===== config.mk =====
export PLATFORM = sky130hd
export DESIGN_NAME = core_bp_update_flat
export DESIGN_NICKNAME = d
export VERILOG_FILES = /design/src/rtl/core_bp_update_pkg.sv /design/src/rtl/core_bp_update_if.sv /design/src/rtl/core_bp_update_satcnt.sv /design/src/rtl/core_bp_update.sv /design/src/flat_wrapper.sv
export SDC_FILE = /design/constraint.sdc
export NUM_CORES = 1
export LEC_CHECK = 0
export CAP_MARGIN = 0
export CORE_MARGIN = 8
export CORE_UTILIZATION = 50
export CTS_CLUSTER_DIAMETER = 60
export DETAILED_ROUTE_END_ITERATION = 16
export GPL_TIMING_DRIVEN = 1
export PLACE_DENSITY = 0.9
export SYNTH_ARGS = -nofsm -noshare
export SYNTH_HDL_FRONTEND = slang
export SYNTH_SLANG_ARGS = --single-unit

===== constraint.sdc =====
create_clock -name clk -period 3.7 [get_ports clk]
set_input_delay 1.11 -clock clk [delete_from_list [all_inputs] [get_ports clk]]
set_output_delay 1.11 -clock clk [all_outputs]
set_load 0.1 [all_outputs]

===== src/rtl/core_bp_update_pkg.sv =====
// Shared definitions for the branch-predictor update path: 2-bit counter
// encodings, FSM states and the saturating counter step used with core_pht.
package core_bp_update_pkg;

  localparam int PC_W_DEF = 10;

  localparam logic [1:0] SNT = 2'b00;
  localparam logic [1:0] WNT = 2'b01;
  localparam logic [1:0] WT  = 2'b10;
  localparam logic [1:0] ST  = 2'b11;

  typedef enum logic {
    IDLE    = 1'b0,
    RECOVER = 1'b1
  } bp_state_e;

  function automatic logic [1:0] sat2_next(input logic [1:0] cnt, input logic taken);
    if (taken) return (cnt == ST)  ? ST  : cnt + 2'b01;
    else       return (cnt == SNT) ? SNT : cnt - 2'b01;
  endfunction

endpackage


===== src/rtl/core_bp_update_if.sv =====
// IF/ID capture, branch resolution and PHT update bundle for core_bp_update.
interface core_bp_update_if
  import core_bp_update_pkg::*;
#(
  parameter int PC_W  = PC_W_DEF,
  parameter int CNT_W = 16
);
  logic             if_valid;
  logic [PC_W-1:0]  if_pc;
  logic             if_pred;
  logic [1:0]       if_pht;
  logic             id_stall;
  logic             id_is_branch;
  logic             id_taken_res;
  logic [PC_W-1:0]  id_pc;
  logic             update_BP;
  logic             pred_right;
  logic             taken;
  logic [1:0]       delayed_PHT;
  logic             redirect;
  logic [CNT_W-1:0] br_cnt;
  logic [CNT_W-1:0] mp_cnt;

  modport master (
    output if_valid, if_pc, if_pred, if_pht, id_stall, id_is_branch, id_taken_res,
    input  id_pc, update_BP, pred_right, taken, delayed_PHT, redirect, br_cnt, mp_cnt
  );

  modport slave (
    input  if_valid, if_pc, if_pred, if_pht, id_stall, id_is_branch, id_taken_res,
    output id_pc, update_BP, pred_right, taken, delayed_PHT, redirect, br_cnt, mp_cnt
  );
endinterface


===== src/rtl/core_bp_update_satcnt.sv =====
// Statistics counter that counts up on inc_i and sticks at all-ones.
module core_bp_satcnt #(
  parameter int CNT_W = 16
) (
  input  logic             clk,
  input  logic             rst,
  input  logic             inc_i,
  output logic [CNT_W-1:0] cnt_o
);
  logic [CNT_W-1:0] cnt_q, cnt_d;

  always_comb begin
    cnt_d = cnt_q;
    if (inc_i && (cnt_q != '1)) cnt_d = cnt_q + CNT_W'(1);
  end

  always_ff @(posedge clk or negedge rst) begin
    if (!rst) cnt_q <= '0;
    else      cnt_q <= cnt_d;
  end

  assign cnt_o = cnt_q;
endmodule


===== src/rtl/core_bp_update.sv =====
// ID-stage write-side driver for core_pht: carries the IF prediction to ID,
// checks it against the resolved outcome and drives the PHT update port.
//
// state   | meaning
// IDLE    | normal operation, ID branches may fire
// RECOVER | post-mispredict flush, ID captures invalidated, fire blocked
module core_bp_update
  import core_bp_update_pkg::*;
#(
  parameter int PC_W        = PC_W_DEF,
  parameter int RECOVER_CYC = 1,
  parameter int CNT_W       = 16
) (
  input logic              clk,
  input logic              rst,
  core_bp_update_if.slave  bus
);
  localparam logic [2:0] REC_LOAD = 3'(RECOVER_CYC);

  bp_state_e state_q, state_d;
  logic [2:0] rec_q, rec_d;

  logic            v_q;
  logic [PC_W-1:0] pc_q;
  logic            pred_q;
  logic [1:0]      pht_q;

  logic            upd_q;
  logic [PC_W-1:0] id_pc_q;
  logic            taken_q;
  logic            pred_right_q;
  logic [1:0]      dpht_q;
  logic            redirect_q;

  logic            fire, mispredict, bypass;
  logic [1:0]      cap_pht;

  assign fire       = v_q & bus.id_is_branch & ~bus.id_stall & (state_q == IDLE);
  assign mispredict = fire & (pred_q != bus.id_taken_res);

  // The PHT write lands too late for a same-index IF read, so forward it.
  assign bypass  = upd_q & (bus.if_pc == id_pc_q);
  assign cap_pht = bypass ? sat2_next(dpht_q, taken_q) : bus.if_pht;

  always_comb begin
    state_d = state_q;
    rec_d   = rec_q;
    case (state_q)
      IDLE: begin
        if (mispredict) begin
          state_d = RECOVER;
          rec_d   = REC_LOAD;
        end
      end
      RECOVER: begin
        if (!bus.id_stall) begin
          if (rec_q == 3'd1) begin
            state_d = IDLE;
            rec_d   = '0;
          end else begin
            rec_d = rec_q - 3'd1;
          end
        end
      end
    endcase
  end

  always_ff @(posedge clk or negedge rst) begin
    if (!rst) begin
      state_q <= IDLE;
      rec_q   <= '0;
    end else begin
      state_q <= state_d;
      rec_q   <= rec_d;
    end
  end

  always_ff @(posedge clk or negedge rst) begin
    if (!rst) begin
      v_q    <= 1'b0;
      pc_q   <= '0;
      pred_q <= 1'b0;
      pht_q  <= '0;
    end else if (!bus.id_stall) begin
      v_q    <= bus.if_valid & (state_q == IDLE);
      pc_q   <= bus.if_pc;
      pred_q <= bus.if_pred;
      pht_q  <= cap_pht;
    end
  end

  always_ff @(posedge clk or negedge rst) begin
    if (!rst) begin
      upd_q        <= 1'b0;
      redirect_q   <= 1'b0;
      id_pc_q      <= '0;
      taken_q      <= 1'b0;
      pred_right_q <= 1'b0;
      dpht_q       <= '0;
    end else begin
      upd_q      <= fire;
      redirect_q <= mispredict;
      if (fire) begin
        id_pc_q      <= pc_q;
        taken_q      <= bus.id_taken_res;
        pred_right_q <= (pred_q == bus.id_taken_res);
        dpht_q       <= pht_q;
      end
    end
  end

  core_bp_satcnt #(.CNT_W(CNT_W)) u_br_cnt (
    .clk   (clk),
    .rst   (rst),
    .inc_i (fire),
    .cnt_o (bus.br_cnt)
  );

  core_bp_satcnt #(.CNT_W(CNT_W)) u_mp_cnt (
    .clk   (clk),
    .rst   (rst),
    .inc_i (mispredict),
    .cnt_o (bus.mp_cnt)
  );

  assign bus.id_pc       = id_pc_q;
  assign bus.update_BP   = upd_q;
  assign bus.pred_right  = pred_right_q;
  assign bus.taken       = taken_q;
  assign bus.delayed_PHT = dpht_q;
  assign bus.redirect    = redirect_q;
endmodule


===== src/flat_wrapper.sv =====
// flat-port wrapper written by rule: the top's interface ports become plain ports
module core_bp_update_flat import core_bp_update_pkg::*;
#(
  parameter int PC_W        = PC_W_DEF,
  parameter int RECOVER_CYC = 1,
  parameter int CNT_W       = 16
)
  (clk, rst, bus_if_valid, bus_if_pc, bus_if_pred, bus_if_pht, bus_id_stall, bus_id_is_branch, bus_id_taken_res, bus_id_pc, bus_update_BP, bus_pred_right, bus_taken, bus_delayed_PHT, bus_redirect, bus_br_cnt, bus_mp_cnt);
  core_bp_update_if #(.PC_W(PC_W), .CNT_W(CNT_W)) bus_i ();
  input logic clk;
  input logic rst;
  input wire logic [$bits(bus_i.if_valid)-1:0] bus_if_valid;
  input wire logic [$bits(bus_i.if_pc)-1:0] bus_if_pc;
  input wire logic [$bits(bus_i.if_pred)-1:0] bus_if_pred;
  input wire logic [$bits(bus_i.if_pht)-1:0] bus_if_pht;
  input wire logic [$bits(bus_i.id_stall)-1:0] bus_id_stall;
  input wire logic [$bits(bus_i.id_is_branch)-1:0] bus_id_is_branch;
  input wire logic [$bits(bus_i.id_taken_res)-1:0] bus_id_taken_res;
  output wire logic [$bits(bus_i.id_pc)-1:0] bus_id_pc;
  output wire logic [$bits(bus_i.update_BP)-1:0] bus_update_BP;
  output wire logic [$bits(bus_i.pred_right)-1:0] bus_pred_right;
  output wire logic [$bits(bus_i.taken)-1:0] bus_taken;
  output wire logic [$bits(bus_i.delayed_PHT)-1:0] bus_delayed_PHT;
  output wire logic [$bits(bus_i.redirect)-1:0] bus_redirect;
  output wire logic [$bits(bus_i.br_cnt)-1:0] bus_br_cnt;
  output wire logic [$bits(bus_i.mp_cnt)-1:0] bus_mp_cnt;
  assign bus_i.if_valid = bus_if_valid;
  assign bus_i.if_pc = bus_if_pc;
  assign bus_i.if_pred = bus_if_pred;
  assign bus_i.if_pht = bus_if_pht;
  assign bus_i.id_stall = bus_id_stall;
  assign bus_i.id_is_branch = bus_id_is_branch;
  assign bus_i.id_taken_res = bus_id_taken_res;
  assign bus_id_pc = bus_i.id_pc;
  assign bus_update_BP = bus_i.update_BP;
  assign bus_pred_right = bus_i.pred_right;
  assign bus_taken = bus_i.taken;
  assign bus_delayed_PHT = bus_i.delayed_PHT;
  assign bus_redirect = bus_i.redirect;
  assign bus_br_cnt = bus_i.br_cnt;
  assign bus_mp_cnt = bus_i.mp_cnt;
  core_bp_update #(.PC_W(PC_W), .RECOVER_CYC(RECOVER_CYC), .CNT_W(CNT_W)) u_core (.clk(clk), .rst(rst), .bus(bus_i));
endmodule

==> qor.txt <==
======================================================================================
Startpoint type of the worst setup path                                   primary input
Pins Over Slew Limit                                                                 0
Number of synthesized flops with an enable pin                                       0
Clock tree sinks                                                                    66
Total of endpoints with negative setup slack in the final report                     0
Largest fanout of any net on the critical path                                      19
Number of global-route vias before repair                                        2,548
Slowest Stage Delay on Critical Path                                           0.44 ns
Sequential power share                                                           32.5%
Internal Dissipation                                                           1.65 mW
Static Leakage                                                                 1.89 nW
Period utilisation layout                                                        74.5%
Crit path DAT                                                                  2.97 ns
Post-Place Worst Slack                                                        0.589 ns
Filler cell count in the final layout                                              468
Routability-driven placement congestion ratio                                    0.851
Top-area cell type share of the netlist area                                     53.1%
Combinational share of power                                                     44.4%
Fraction of registers with async set/reset                                        100%
Buffering stage count on the worst path with inverters included                      3
Synthesized net count                                                              308
Clock root cell                                                           sky130_fd_sc_hd__clkbuf_8
Clock slew at the register clock pins of the worst setup and hold paths        0.07 ns
Detailed router's first-iteration violation count                                   72
Headroom to the max-slew limit                                                   44.2%
Die span in y                                                                  94.9 um
Part of the power in the clock network                                           23.1%
Worst-case setup margin in the final layout                                   0.942 ns
Level count of the clock H-tree                                                      3
Standard-cell rows                                                                  28
Antenna diodes                                                                       0
Worst Max-Slew Pin Slew                                                       0.838 ns
Largest clock skew in the final design                                      0.00667 ns
Outcome                                                                   finished clean
Pin count of the biggest net entering global routing                                67
Max Buffers Root-to-Sink                                                             2
Clock period minus final worst setup slack                                     2.76 ns
Average wire per cell in the routed design                                     16.4 um
Commonest cells in the netlist                                            66 x sky130_fd_sc_hd__dfrtp_1, 49 x sky130_fd_sc_hd__nand2_1, 24 x sky130_fd_sc_hd__xnor2_1
Number of synthesized register bits                                                 66
Critical Path Sink Type                                                       register
Cells traversed along the worst timing path                               clkdlybuf4s50_1 -> nand4bb_1 -> clkinv_2 -> buf_4 -> and4_1 -> o21ai_0 -> xnor2_1
Number of hold-slack violations in the final timing report                           0
Dominant cell by count in the synthesized netlist                         sky130_fd_sc_hd__dfrtp_1
Area of the mapped netlist                                                0.00311 sq mm
Effective utilization at floorplan                                               52.2%
Input/output buffers                                                                66
Global-route usage over all layers                                               17.2%
Biggest area consumer among synthesized cells                             sky130_fd_sc_hd__dfrtp_1
Average size of a mapped cell                                               10.9 sq um
Antenna viol nets, final                                                             0
First-pass GRT wire length                                                   12,200 um
Leading cell types by total area after synthesis                          sky130_fd_sc_hd__dfrtp_1 53%, sky130_fd_sc_hd__mux2_2 7.6%, sky130_fd_sc_hd__xnor2_1 6.8%
Top delay family on crit path                                             buffers and inverters
Top Ports                                                                           67
Initial antenna violation count                                                      0
Number of gates given a new drive strength after cts                                 0
Setup CP Type                                                                   in2reg
Setup repair after global routing missed its margin                              false
Half-perimeter wire length after detailed placement                            5080 um
Synthesis-to-layout area growth                                                  28.3%
Cells after synthesis                                                              285
Worst-skew pair later-pin latency                                              0.34 ns
Remaining global-route overflow                                                      0
Core footprint                                                            0.00596 sq mm
Buffer count from post-CTS setup fixing                                              0
TritonCTS clock tree                                                             built
Fraction of layout cells with a size suffix above 1                              26.6%
Library cells used by synthesis                                                     41
Sequential share of the synthesized area                                         53.1%
Floorplan die area                                                        0.00900 sq mm
Reported net switching power                                                   1.48 mW
Switching share of total power                                                   47.3%
Primary flip-flop cell chosen by synthesis mapping                        sky130_fd_sc_hd__dfrtp_1
Total power density per cell area                                          785 mW/mm^2
Sum of negative setup slack                                                       0 ns
Number of clock buffers inserted by TritonCTS                                        9
Die extent in x                                                                94.9 um
Total number of nets in the final design                                           383
Peak supply drop                                                              0.629 mV
Hold Buf Count CTS                                                                   0
Critical path data required time                                               3.92 ns
Vias per Instance                                                                 5.53
Wire length reported by the detailed router                                    7220 um
DRT Pass-1 Iters                                                                     4
Class of the tightest hold or removal check                                    reg2reg
Count of max-cap constraint violations                                               0
Maximum operating frequency                                                  0.363 GHz
Remaining design rule violation count                                                0
Count of vias placed by the detailed router                                      2,432
Yosys warning count                                                                  0
Slowest library cell on the worst path                                    sky130_fd_sc_hd__nand4bb_1
======================================================================================
## power by group through the flow
stage          clock [mW]  sequential [mW]  combinational (mW)
4_1_cts             0.741             1.02                1.40
5_1_grt             0.781             1.05                1.45
3_5_place_dp            0             1.03                1.39
3_3_place_gp            0             1.02                1.37
6_report            0.724             1.02                1.39
2_1_floorplan           0             1.79               0.302
## cell families (layout without fill, tap and decap cells)
group,after synthesis,in the layout,synth area share [%]
and+or+nand+nor,124,124,21.1
DFF,66,66,53.1
xor gates and xnor gates,34,34,9.57
AOI/OAI and AO/OA,22,22,4.74
muxes,21,21,7.60
buffers and inverters,12,92,1.61
adders and majority gates,6,6,2.25
## registers in the layout, indices dropped and copies added (netlist names)
register                flops
u_core.bus.update_BP        1
u_core.bus.redirect         1
u_core.bus.delayed_PHT      2
u_core.v_q                  1
u_core.pht_q                2
u_core.pred_q               1
u_core.u_br_cnt.cnt_o      16
u_core.state_q              1
u_core.u_mp_cnt.cnt_o      16
u_core.bus.pred_right       1
u_core.rec_q                3
u_core.pc_q                10
u_core.bus.id_pc           10
u_core.bus.taken            1
## through the flow
| stage | utilization (%) | instances | hold slack (ns) | instance area (sq um) | power, mW |
|---|---|---|---|---|---|
| 6_report | 67.0 | 440 | 0.469 | 3990 | 3.13 |
| 5_1_grt | 67.0 | 440 | 0.499 | 3990 | 3.28 |
| 4_1_cts | 67.0 | 440 | 0.466 | 3990 | 3.16 |
| 3_5_place_dp | 62.9 | 424 | 0.449 | 3740 | 2.42 |
| 3_3_place_gp | 62.9 | 424 | 0.438 | 3740 | 2.39 |
| 2_1_floorplan | - | 285 | 0.433 | 3110 | 2.09 |
## worst paths after layout
check | startpoint | to | slack (ns) | cells past startpoint
min reg2reg | u_core.pc_q[0]$_DFFE_PN0N_ | u_core.bus.id_pc[0]$_DFFE_PN0P_ | 0.47 | 2
max in group asynchronous | rst | u_core.u_mp_cnt.cnt_o[9]$_DFFE_PN0P_ | 2.19 | 2
min in group asynchronous | rst | u_core.bus.id_pc[5]$_DFFE_PN0P_ | 0.95 | 2
max | bus_id_stall | u_core.u_br_cnt.cnt_o[8]$_DFFE_PN0P_ | 0.94 | 7
min | u_core.pc_q[0]$_DFFE_PN0N_ | u_core.bus.id_pc[0]$_DFFE_PN0P_ | 0.47 | 2
max reg2reg | u_core.state_q$_DFF_PN0_ | u_core.u_br_cnt.cnt_o[8]$_DFFE_PN0P_ | 1.69 | 6
## placed cells by master, fill, tap and decap left out, drive strengths merged, types with 2 or more instances in the layout
cell type	count
a41oi	2
dfrtp	66
nor2	9
inv	5
clkdlybuf4s50	17
nand2	50
clkinv	2
nand2b	3
clkbuf	13
a21oi	2
xor2	10
bufinv	2
and2	2
o211ai	3
mux2	21
and3	5
and4	7
buf	53
nor3	10
o21ai	8
ha	4
xnor2	24
nor2b	2
maj3	2
nand3	13
o31ai	2
nor4	2
nand4	17
## tightest hold or removal path: stages (launching register included)
cell and delay [ns]:
sky130_fd_sc_hd__dfrtp_1 0.34, sky130_fd_sc_hd__nand2_1 0.05, sky130_fd_sc_hd__nand2_1 0.05
## metal layers
| metal | up-vias | part of all wire, % | global-route usage [%] |
|---|---|---|---|
| li1 | 1162 | - | - |
| met1 | 1195 | 46 | 21.2 |
| met2 | 66 | 47 | 27.3 |
| met3 | 9 | 6.4 | 5.32 |
| met4 | 0 | 1.2 | 7.28 |
| met5 | - | 0 | 0 |
## layout make-up
type / count / area, sq um / share of cell area [%]
clock inverter: 3 / 68.8 / 1.72
inverter: 6 / 23.8 / 0.595
tap: 75 / 93.8 / 2.35
sequential: 66 / 1650 / 41.4
multi-input combinational: 207 / 1410 / 35.3
clock buffer: 13 / 179 / 4.48
timing repair buffer: 70 / 566 / 14.2
Note: power is estimated with default switching activity, not from simulation.
